**config.mk**
```make
export PLATFORM = sky130hd
export DESIGN_NAME = div_share_arbiter
export DESIGN_NICKNAME = d
export VERILOG_FILES = /design/src/rtl/dh_pkg.sv /design/src/rtl/div_share_arbiter_rr_pick.sv /design/src/rtl/div_share_arbiter.sv
export SDC_FILE = /design/constraint.sdc
export NUM_CORES = 1
export LEC_CHECK = 0
export CORE_MARGIN = 3
export CORE_UTILIZATION = 39
export CTS_CLUSTER_DIAMETER = 100
export CTS_CLUSTER_SIZE = 20
export DETAILED_ROUTE_END_ITERATION = 8
export GPL_ROUTABILITY_DRIVEN = 0
export PLACE_DENSITY = 0.81
export SYNTH_ARGS = -nofsm -noshare
export SYNTH_HDL_FRONTEND = slang
export SYNTH_SLANG_ARGS = --single-unit
```
**constraint.sdc**
```tcl
create_clock -name clk -period 2.35 [get_ports clk]
set_clock_uncertainty 0.1 [all_clocks]
set_input_delay 0.47 -clock clk [delete_from_list [all_inputs] [get_ports clk]]
set_output_delay 0.47 -clock clk [all_outputs]
set_load 0.05 [all_outputs]
```
**src/rtl/dh_pkg.sv**
```systemverilog
// Shared Diffie-Hellman datapath definitions: FSM encoding for the divider
// sequencer and the default operand width used by the exponentiation engines.
package dh_pkg;

    localparam int DH_W = 16;

    localparam logic [1:0] ST_IDLE  = 2'd0;
    localparam logic [1:0] ST_ISSUE = 2'd1;
    localparam logic [1:0] ST_BUSY  = 2'd2;
    localparam logic [1:0] ST_RESP  = 2'd3;

    typedef enum logic [1:0] {
        IDLE  = ST_IDLE,
        ISSUE = ST_ISSUE,
        BUSY  = ST_BUSY,
        RESP  = ST_RESP
    } state_t;

endpackage

```
**src/rtl/div_share_arbiter_rr_pick.sv**
```systemverilog
// Combinational round-robin picker: one-hot grant and its index, searching
// from i_last+1 upwards (mod N); all-zero grant when nothing is requested.
module rr_pick #(
    parameter int N  = 2,
    parameter int IW = 1
) (
    input  logic [N-1:0]  i_req,
    input  logic [IW-1:0] i_last,
    output logic [N-1:0]  o_grant,
    output logic [IW-1:0] o_idx
);

    // Walk from lowest to highest priority so the nearest requester overwrites.
    always_comb begin
        o_grant = '0;
        o_idx   = '0;
        for (int k = N; k >= 1; k--) begin
            if (i_req[(int'(i_last) + k) % N]) begin
                o_grant                            = '0;
                o_grant[(int'(i_last) + k) % N]    = 1'b1;
                o_idx                              = IW'((int'(i_last) + k) % N);
            end
        end
    end

endmodule

```
**src/rtl/div_share_arbiter.sv**
```systemverilog
// Shares one divider between N_REQ requesters with round-robin arbitration,
// divide-by-zero bypass and a hung-divider timeout; one op in flight at a time.
module div_share_arbiter
    import dh_pkg::*;
#(
    parameter int N_REQ   = 2,
    parameter int W       = DH_W,
    parameter int TIMEOUT = 64
) (
    input  logic                 clk,
    input  logic                 rst,
    input  logic [N_REQ-1:0]     req_valid,
    input  logic [N_REQ*W-1:0]   req_dividend,
    input  logic [N_REQ*W-1:0]   req_divisor,
    output logic [N_REQ-1:0]     req_ready,
    output logic [N_REQ-1:0]     rsp_valid,
    output logic [W-1:0]         rsp_quotient,
    output logic [W-1:0]         rsp_remainder,
    output logic                 rsp_err,
    output logic [W-1:0]         div_dividend,
    output logic [W-1:0]         div_divider,
    output logic                 div_start,
    input  logic [W-1:0]         div_quotient,
    input  logic [W-1:0]         div_remainder,
    input  logic                 div_ready
);

    localparam int OW  = (N_REQ > 1) ? $clog2(N_REQ) : 1;
    localparam int TCW = $clog2(TIMEOUT);

    state_t           r_state;
    state_t           w_next;
    logic [OW-1:0]    r_owner;
    logic [OW-1:0]    r_last_grant;
    logic [OW-1:0]    w_grant_idx;
    logic [N_REQ-1:0] w_grant;
    logic [TCW-1:0]   r_tcnt;
    logic [W-1:0]     r_rsp_q;
    logic [W-1:0]     r_rsp_r;
    logic             r_rsp_err;
    logic [W-1:0]     r_div_a;
    logic [W-1:0]     r_div_b;
    logic [W-1:0]     w_sel_a;
    logic [W-1:0]     w_sel_b;
    logic             w_hs;
    logic             w_tmo;

    rr_pick #(
        .N  (N_REQ),
        .IW (OW)
    ) u_rr_pick (
        .i_req   (req_valid),
        .i_last  (r_last_grant),
        .o_grant (w_grant),
        .o_idx   (w_grant_idx)
    );

    assign req_ready     = (r_state == IDLE) ? w_grant : '0;
    assign w_hs          = |(req_valid & req_ready);
    assign w_sel_a       = req_dividend[w_grant_idx*W +: W];
    assign w_sel_b       = req_divisor[w_grant_idx*W +: W];
    assign w_tmo         = (r_tcnt == TCW'(TIMEOUT - 1));

    assign div_start     = (r_state == ISSUE);
    assign div_dividend  = r_div_a;
    assign div_divider   = r_div_b;
    assign rsp_quotient  = r_rsp_q;
    assign rsp_remainder = r_rsp_r;
    assign rsp_err       = r_rsp_err;

    always_comb begin
        rsp_valid = '0;
        if (r_state == RESP) begin
            rsp_valid[r_owner] = 1'b1;
        end
    end

    always_ff @(posedge clk or negedge rst) begin
        if (!rst) begin
            r_state <= IDLE;
        end else begin
            r_state <= w_next;
        end
    end

    always_comb begin
        w_next = r_state;
        case (r_state)
            IDLE:    if (w_hs) w_next = (w_sel_b == '0) ? RESP : ISSUE;
            ISSUE:   w_next = BUSY;
            BUSY:    if (div_ready || w_tmo) w_next = RESP;
            RESP:    w_next = IDLE;
            default: w_next = IDLE;
        endcase
    end

    always_ff @(posedge clk or negedge rst) begin
        if (!rst) begin
            r_owner      <= '0;
            r_last_grant <= OW'(N_REQ - 1);
            r_tcnt       <= '0;
            r_rsp_q      <= '0;
            r_rsp_r      <= '0;
            r_rsp_err    <= 1'b0;
            r_div_a      <= '0;
            r_div_b      <= '0;
        end else begin
            case (r_state)
                IDLE: begin
                    if (w_hs) begin
                        r_div_a      <= w_sel_a;
                        r_div_b      <= w_sel_b;
                        r_owner      <= w_grant_idx;
                        r_last_grant <= w_grant_idx;
                        // Zero divisor never reaches the divider; answer directly.
                        if (w_sel_b == '0) begin
                            r_rsp_q   <= '1;
                            r_rsp_r   <= w_sel_a;
                            r_rsp_err <= 1'b1;
                        end
                    end
                end
                ISSUE: r_tcnt <= '0;
                BUSY: begin
                    if (div_ready) begin
                        r_rsp_q   <= div_quotient;
                        r_rsp_r   <= div_remainder;
                        r_rsp_err <= 1'b0;
                    end else if (w_tmo) begin
                        r_rsp_q   <= '0;
                        r_rsp_r   <= '0;
                        r_rsp_err <= 1'b1;
                    end else begin
                        r_tcnt <= r_tcnt + 1'b1;
                    end
                end
                default: ;
            endcase
        end
    end

endmodule

```
; ---- After elaboration in Yosys (flattened, before gate mapping)
; Cells that the tools add are included.
[word_totals]
reg_bits = 75
in_bits = 101
out_inout_bits = 70
elab_cells = 85
[classes]
n_addsub = 3
order_cmp = 6
n_eq_ne = 10
shift = 2
n_mux = 39
n_bitwise = 3
n_reduce_logical = 13
[ops]
columns = cell, n
row1 = $mux 16, 7
row2 = $pmux 16 s2, 2
row3 = $shiftx 32x6->16, 2
row4 = $logic_not 16->1, 1
row5 = $mux 1, 15
row6 = $mux 2, 7
row7 = $mux 6, 2
row8 = $pmux 6 s2, 1
row9 = $ne 2x2->1 const B, 4
row10 = $pmux 2 s4, 1
row11 = $add 6x1->6 const B, 1
row12 = $eq 6x6->1 const B, 1
row13 = $lt 2x3->1 const B, 2
row14 = $eq 2x2->1 const B, 2
row15 = $ge 2x1->1 const B, 2
row16 = $reduce_and 2->1, 2
row17 = $reduce_and 4->1, 1
row18 = $reduce_bool 2->1, 2
row19 = $demux 1 s1, 3
row20 = $logic_and 1x1->1, 3
row21 = $ne 3x3->1 const B, 1
row22 = $reduce_and 3->1, 1
row23 = $add 1x1->1 const B, 2
row24 = $and 1x1->1 const A, 2
row25 = other kinds (9), 9

; ---- Depth between registers and ports, before layout
; Gate-level depths: netlist of the first run.
[logic_depth]
ltp_word = 13
ltp_mapped = 9
mapped_depth_nobuf = 7

; ---- Cells and area by module
; Synthesis of the first run repeated with hierarchy kept, for this count alone.
[hier_totals]
hier_cells = 346
hier_area_um2 = 3714.8
[modules_own_cells]
columns = module, instances, cells_per_inst, area_per_inst_um2, seq_area_each_um2
row1 = div_share_arbiter, 1, 342, 3688.5, 1878.1
row2 = rr_pick, 1, 4, 26.3, 0.0

; ---- Worst setup path before layout of the first run
; Ideal clock, no wire load.
[synth_path]
kind = reg2reg
from = register r_state[0]
to = register r_rsp_q[0] (netlist: rsp_quotient[0])
setup_time_ns = 0.125
arrival_time_ns = 2.633
required_ns = 2.125
path_slack_ns = -0.508
stages_incl_launch_ff = 9
path_buffers = 1
period_less_slack_ns = 2.858
path_cell_list = dfrtp_1 > inv_1 > ha_1 > nand2_1 > a21oi_1 > nand2_1 > o2111ai_4 > buf_6 > mux2_4
[synth_between]
elab_chain_cells = 6
word_cells_on_any_way = 11
classes_between = 4 x eq/ne / 2 x mux / 1 x bitwise / 4 x reduce/logical
[synth_rtl]
columns = item, line_no
row1 = from (decl), div_share_arbiter.sv:31  ; state_t r_state;
row2 = from (signal assigned), div_share_arbiter.sv:82  ; r_state <= w_next;
row3 = $logic_not 2->1, div_share_arbiter.sv:58  ; assign req_ready = (r_state == IDLE) ? w_grant : '0;
row4 = $mux 2, div_share_arbiter.sv:58
row5 = net req_ready[1], div_share_arbiter.sv:15  ; output logic [N_REQ-1:0] req_ready,
row6 = $and 2x2->2, div_share_arbiter.sv:59  ; assign w_hs = |(req_valid & req_ready);
row7 = $reduce_or 2->1, div_share_arbiter.sv:59
row8 = $ne 2x2->1 (no source line), --
row9 = $reduce_and 4->1 (no source line), --
row10 = to (signal assigned), div_share_arbiter.sv:126  ; r_rsp_q <= div_quotient;
row11 = to (decl), div_share_arbiter.sv:38  ; logic [W-1:0] r_rsp_q;
; The timed path passes the listed nets, and every way through them passes these cells.
; A chain may end at the register's enable or synchronous reset.

; ---- Final worst setup path of the first run
[layout_path]
from = input port req_valid[0]
to = output port req_ready[0]
[layout_between]
elab_chain_cells = 6
word_cells_on_any_way = 9
classes_between = 9 x mux
[layout_rtl]
columns = item, line_no
row1 = from (decl), div_share_arbiter.sv:12  ; input logic [N_REQ-1:0] req_valid,
row2 = $mux 1 (not written as such) (3 in series), div_share_arbiter_rr_pick.sv:18  ; if (i_req[(int'(i_last) + k) % N]) begin
row3 = $mux 2, div_share_arbiter_rr_pick.sv:18
row4 = $mux 2 (*), div_share_arbiter_rr_pick.sv:18
row5 = $mux 2 (*), div_share_arbiter.sv:58
row6 = to (decl), div_share_arbiter.sv:15
; Every way passes the cells marked *; elsewhere a longest branch is shown, timed or not. The select of a mux whose other input is x is not followed.

==> results of run 1 <==
## cell type report
| type | instances | area (sq um) | share of cell area (%) |
|---|---|---|---|
| Inverter | 7 | 26.3 | 0.429 |
| Clock inverter | 6 | 47.5 | 0.776 |
| Sequential cell | 75 | 1880 | 30.7 |
| Tap cell | 129 | 161 | 2.63 |
| Multi-Input combinational cell | 257 | 1880 | 30.6 |
| Clock buffer | 10 | 138 | 2.25 |
| Timing Repair Buffer | 199 | 2000 | 32.6 |
## flip-flops by register name, summed over array words and instances, names as in the netlist
name / flops
div_divider: 16
r_state: 2
rsp_err: 1
r_owner: 1
rsp_quotient: 16
div_dividend: 16
r_tcnt: 6
rsp_remainder: 16
r_last_grant: 1
## kinds of logic after synthesis
logic type | count (synthesis) | share of synthesized area [%]
AOI/OAI and AO/OA | 72 | 11.6
muxes | 68 | 21.5
and+or+nand+nor | 111 | 12.4
adders and majority gates | 6 | 1.95
DFF | 75 | 48.7
buffers and inverters | 30 | 3.77
## layer usage
layer | global-route usage, % | up-vias
met5 | 0 | -
met4 | 6.09 | 0
met3 | 4.90 | 15
met2 | 35.4 | 116
met1 | 24.6 | 1636
li1 | - | 1628
## power groups by stage
stage,registers (mW),clock network [mW],logic [mW]
after floorplan,3.90,0,2.05
after global placement,2.19,0,5.47
after detailed placement,2.21,0,5.60
after CTS,2.20,0.956,5.64
after global routing,2.27,0.999,6.02
final,2.20,0.923,5.71
## cells in the mapped netlist (all sizes together)
| cell type | number |
|---|---|
| nand2 | 86 |
| dfrtp | 74 |
| o21ai | 53 |
| mux2i | 36 |
| mux2 | 32 |
| clkbuf | 13 |
| buf | 10 |
| nor4 | 9 |
| ha | 6 |
| inv | 6 |
| o2bb2ai | 5 |
| a21oi | 4 |
| nand4 | 4 |
| a31oi | 3 |
| nor2b | 3 |
| a21boi | 2 |
| and2 | 2 |
| and3 | 2 |
| nor2 | 2 |
| a22o | 1 |
| a22oi | 1 |
| clkinv | 1 |
| dfstp | 1 |
| nand3 | 1 |
| nand3b | 1 |
| nor4b | 1 |
| o2111ai | 1 |
| o21bai | 1 |
| o22ai | 1 |
## through the flow
stage               setup WS (ps)  area, sq um  utilization (%)  TNS, ps
global placement             -204         5880             62.4    -6430
floorplan                    32.1         3860                -        0
finish                       72.7         6130             65.1        0
detailed placement           -251         5880             62.4    -7790
CTS                          32.8         6090             64.6        0
global route                 10.8         6130             65.1        0
## cell usage in the layout, fill, tap and decap left out, types with 2 or more instances in the layout
cell type        instances
nor2b_1                  3
mux2_2                   3
clkdlybuf4s50_1        164
inv_1                    4
o21ai_0                 52
nor2_1                   2
inv_2                    2
nand4_1                  4
mux2i_1                 36
nand2_1                 86
mux2_4                  29
o2bb2ai_1                5
ha_1                     5
and3_1                   2
dfrtp_1                 74
nor4_1                   9
and2_1                   2
a31oi_1                  2
clkinv_4                 2
buf_12                   6
clkbuf_8                10
a21oi_1                  3
inv_6                    2
buf_4                   27
## what timing repair did
action / CTS / global route
endpoints found under the setup margin: 2 / 3
resized for setup: 4 / 0
hold buffers: 1 / 0
setup buffers: 0 / 2
pin swaps: 0 / 0
cloned: 0 / 1
endpoints found under the hold margin: 20 / 0
## how the worst max path moves through the flow
| stage | end | cells after the start |
|---|---|---|
| final | req_ready[0] | 5 |
| after global placement | rsp_quotient[3] | 7 |
| after floorplan | rsp_quotient[0] | 8 |
| after global routing | req_ready[0] | 7 |
| after detailed placement | rsp_quotient[1] | 7 |
| after CTS | req_ready[0] | 7 |
## worst max-delay path: stages
cell and delay [ps]:
clkdlybuf4s50_1 670, nand2_1 150, a21oi_1 140, buf_4 140, buf_12 130
==> impl_metrics.json, run 1 <==
{
  "placed_cells": 663,
  "r2r_cells": 7,
  "synthTopCellsByArea": "dfrtp_1 48%, mux2_4 11%, mux2i_1 9.4%, nand2_1 8.4%, o21ai_0 6.8%",
  "hold_end": "div_divider[5]",
  "grt_pass1_vias": 3591,
  "ys_ff_latch": 75,
  "clk_path_buf_depth": 2,
  "power_density_nw_per_um2": 1440,
  "antenna_left": 0,
  "finalCriticalPeriod_ps": 2280,
  "htreeDepth": 3,
  "drv_cap": 0,
  "n_antenna_cell": 0,
  "met1_length_mm": 4.80,
  "route.detailed.drc": 0,
  "start_util_pct": 40.9,
  "hold_class": "reg -> reg",
  "yosys.area.top_type": "dfrtp_1",
  "cts_tree": "yes",
  "dr.first_iter.drc_count": 98,
  "antenna_found_initial": 0,
  "synth.top_cell.area_share_pct": 48.1,
  "synthesis.area_sq_um": 3850,
  "end_kind": "output pin",
  "grt_pass1_wl_mm": 18.1,
  "yosys_warnings": 0,
  "power_mw": 8.84,
  "p_int_mw": 4.60,
  "drive_gt1_share_pct": 16.6,
  "syn2layout_area_growth_pct": 59.0,
  "fin_cells": 683,
  "place.detailed.hpwl_mm": 8.66,
  "timing.rr.end": "rsp_quotient[13]",
  "io_buffers": 170,
  "period_share_pct": 96.9,
  "relSlewSlack_pct": 63.4,
  "synth_cell_types": 35,
  "grt_max_degree": 65,
  "rsz0062_at_grt": "false",
  "slew_viol_final": 0,
  "pin_count": 171,
  "cp_max_fo": 4,
  "via_per_inst": 4.97,
  "seq_area_frac_synth_pct": 48.7,
  "path_class": "in -> out",
  "critical_path_arrival_ps": 1710,
  "gr-usage-all-layers_pct": 20.3,
  "synth.avg_cell_area_sq_um": 10.6,
  "startpoint": "req_valid[0]",
  "hold_depth": 2,
  "path_clk_slew_ps": 80,
  "outcome": "completed",
  "die_width_um": 105,
  "reg2reg_from": "r_tcnt[0]",
  "hold_viol": 0,
  "setup_viol": 0,
  "pwr-share-clk_pct": 10.4,
  "rows": 35,
  "clk_latency_ps": 330,
  "die_y_um": 105,
  "numCtsBuffers": 9,
  "worst_pin_slew_ps": 548,
  "min_from": "div_divider[5]",
  "drt_wl_total_mm": 11.4,
  "holdWs_ps": 384,
  "cts-root-buf": "clkbuf_8",
  "die_area_sq_um": 11100,
  "pwr-share-seq_pct": 24.9,
  "p_leak_nw": 2.68,
  "met2WireLength_mm": 5.77,
  "swShare_pct": 48.0,
  "synth_cells": 362,
  "coreArea_sq_um": 9420,
  "ir_worst_vdd_mv": 0.699,
  "worstSetupStartpointType": "primary input",
  "timing.fmax_mhz": 439,
  "numClockSinks": 75,
  "route.vias.total": 3395,
  "required_ps": 1780,
  "reg2reg_slack_ps": 140,
  "wl_per_cell_um": 16.7,
  "switchingPower_mw": 4.24,
  "overflow": 0,
  "syn_nets": 469,
  "num-fill-cells": 755,
  "dr.pass1.iters": 5,
  "top_layer_used": "met4",
  "dr_wl_met3_um": 735,
  "final_net_count": 656,
  "combPwrFrac_pct": 64.6
}
No activity file was read; power rests on OpenSTA's default activity.
==> run 2: changes to the inputs <==
--- a/config.mk
+++ b/config.mk
@@ -8,10 +8,11 @@
 export CORE_MARGIN = 3
 export CORE_UTILIZATION = 39
 export CTS_CLUSTER_DIAMETER = 100
-export CTS_CLUSTER_SIZE = 20
+export CTS_CLUSTER_SIZE = 8
 export DETAILED_ROUTE_END_ITERATION = 8
 export GPL_ROUTABILITY_DRIVEN = 0
 export PLACE_DENSITY = 0.81
 export SYNTH_ARGS = -nofsm -noshare
 export SYNTH_HDL_FRONTEND = slang
 export SYNTH_SLANG_ARGS = --single-unit
+export TNS_END_PERCENT = 10
==> run 2 against run 1 <==
Compared with the run above: die area stayed put; design area is 0.37% lower; sequential cell count stayed put; sequential power hardly changed; hold slack better by 2.4 ps; combinational power is 1% lower; clock power hardly changed; power is 1.0% lower; core utilization is 0.24 points lower; final cell count is 0.15% lower; critical path type unchanged; critical endpoint unchanged; largest cell class unchanged.
==> impl_metrics.json, run 2 (same netlist as run 1, synthesis figures left out) <==
{
  "pwr-share-clk_pct": 10.5,
  "swShare_pct": 48.1,
  "wl_per_cell_um": 16.5,
  "crit_family": "buffers and inverters",
  "combPwrFrac_pct": 64.3,
  "n_antenna_cell": 0,
  "timing.fmax_mhz": 440,
  "worstSetupStartpointType": "primary input",
  "syn2layout_area_growth_pct": 58.4,
  "critical_path_arrival_ps": 1700,
  "required_ps": 1780,
  "grt_pass1_wl_mm": 18.1,
  "numClockSinks": 75,
  "route.vias.total": 3357,
  "hold_viol": 0,
  "cts-root-buf": "clkbuf_8",
  "io_buffers": 170,
  "num-fill-cells": 758,
  "end_kind": "output pin",
  "antenna_found_initial": 0,
  "design_area_sq_um": 6100,
  "die_width_um": 105,
  "power_density_nw_per_um2": 1430,
  "final_cell_mix": "164 x clkdlybuf4s50_1, 86 x nand2_1, 74 x dfrtp_1",
  "coreArea_sq_um": 9420,
  "drt_wl_total_mm": 11.3,
  "grt_pass1_vias": 3591,
  "ir_worst_vdd_mv": 0.699,
  "fin_setup_tns_ps": 0,
  "rows": 35,
  "relSlewSlack_pct": 63.4,
  "numCtsBuffers": 9,
  "crit_path_max_incr_delay_ps": 670,
  "htreeDepth": 3,
  "p_int_mw": 4.55,
  "switchingPower_mw": 4.21,
  "clk_path_buf_depth": 2,
  "dr.pass1.iters": 4,
  "p_leak_nw": 2.66,
  "hold_class": "reg -> reg",
  "cp_max_fo": 4,
  "power_mw": 8.75,
  "path_buf_inv": 3,
  "pwr-share-seq_pct": 25.2,
  "path_class": "in -> out",
  "overflow": 0,
  "drv_cap": 0,
  "start_util_pct": 40.9,
  "worst_pin_slew_ps": 548,
  "outcome": "completed",
  "place_area_sq_um": 5880,
  "pin_count": 171,
  "dr.first_iter.drc_count": 91,
  "gr-usage-all-layers_pct": 20.3,
  "rsz0062_at_grt": "false",
  "clk_latency_ps": 330,
  "path_clk_slew_ps": 80,
  "die_area_sq_um": 11100,
  "final_net_count": 655,
  "multiInputGateArea_sq_um": 1880,
  "finalCriticalPeriod_ps": 2270,
  "grt_max_degree": 65,
  "cp_cell_sequence": "clkdlybuf4s50_1, nand2_1, a21oi_1, buf_4, buf_12",
  "place.detailed.hpwl_mm": 8.66,
  "via_per_inst": 4.92,
  "setup_viol": 0,
  "layout_commonest_cell": "clkdlybuf4s50_1",
  "cts_tree": "yes",
  "drive_gt1_share_pct": 16.6,
  "die_y_um": 105,
  "crit_slowest_cell": "clkdlybuf4s50_1",
  "antenna_left": 0,
  "slew_viol_final": 0,
  "route.detailed.drc": 0,
  "period_share_pct": 96.8,
  "final-seq-area_sq_um": 1880
}
## run 2: cell count changes in the layout (fill, tap and decap cells not counted), sizes merged
cell / change
clkbuf: -1
## run 2: timing repair
item | 4_1_cts | 5_1_grt
setup buffers | 0 | 2
hold buffers | 1 | 0
gates resized for setup | 4 | 1
endpoints found under the hold margin | 20 | 0
setup endpoints to repair | 2 | 3
## run 2: area by class of cell
class | instances | area share [%]
well taps | 129 | 2.64
clock inverters | 6 | 0.779
multi-input cells | 257 | 30.8
repair buffers | 198 | 32.3
inverters | 7 | 0.431
flip-flops and latches | 75 | 30.8
clock buffers | 10 | 2.26
## run 2: worst min-delay path: cells and delay by family (launching register included)
kind | cells | cell delay [ps]
simple gates | 1 | 50
flops | 1 | 350
compound gates | 1 | 60
## run 2: metrics by stage
step,util [%],worst slack (ps),hold WS (ps),cells
finish,64.8,75.8,387,682
global route,64.8,10.8,407,682
CTS,64.6,32.8,388,680
detailed placement,62.4,-251,369,663
global placement,62.4,-204,355,663
floorplan,-,32.1,74.4,362
## run 2: final timing paths
check                      cells past startpoint  slack [ps]             from                to
min in group asynchronous                      2         530              rst  div_dividend[10]
setup / recovery                               5          80     req_valid[0]      req_ready[0]
hold / removal                                 2         390  div_dividend[4]   div_dividend[4]
hold reg to reg                                2         390  div_dividend[4]   div_dividend[4]
max in group asynchronous                      3         960              rst      r_last_grant
setup reg to reg                               7         160        r_tcnt[0]  rsp_quotient[13]
## run 2: power by group through the flow
stage / clock network, mW / logic (mW) / registers (mW)
after floorplan: 0 / 2.05 / 3.90
after global placement: 0 / 5.47 / 2.19
after detailed placement: 0 / 5.60 / 2.21
after CTS: 0.956 / 5.64 / 2.20
after global routing: 0.999 / 5.94 / 2.27
final: 0.920 / 5.63 / 2.20
## run 2: per-layer routing
metal	wire length, um	GRT usage (%)
met5	0	0
met4	131	6.09
met3	755	4.90
met2	5660	35.4
met1	4710	24.6
==> run 3: changes to the inputs <==
--- a/config.mk
+++ b/config.mk
@@ -10,9 +10,8 @@
 export CTS_CLUSTER_DIAMETER = 100
 export CTS_CLUSTER_SIZE = 8
 export DETAILED_ROUTE_END_ITERATION = 8
-export GPL_ROUTABILITY_DRIVEN = 0
 export PLACE_DENSITY = 0.81
 export SYNTH_ARGS = -nofsm -noshare
 export SYNTH_HDL_FRONTEND = slang
 export SYNTH_SLANG_ARGS = --single-unit
-export TNS_END_PERCENT = 10
+export TNS_END_PERCENT = 100
==> results of run 3 <==
Final layout, timing and power as in run 1 (identical DEF).
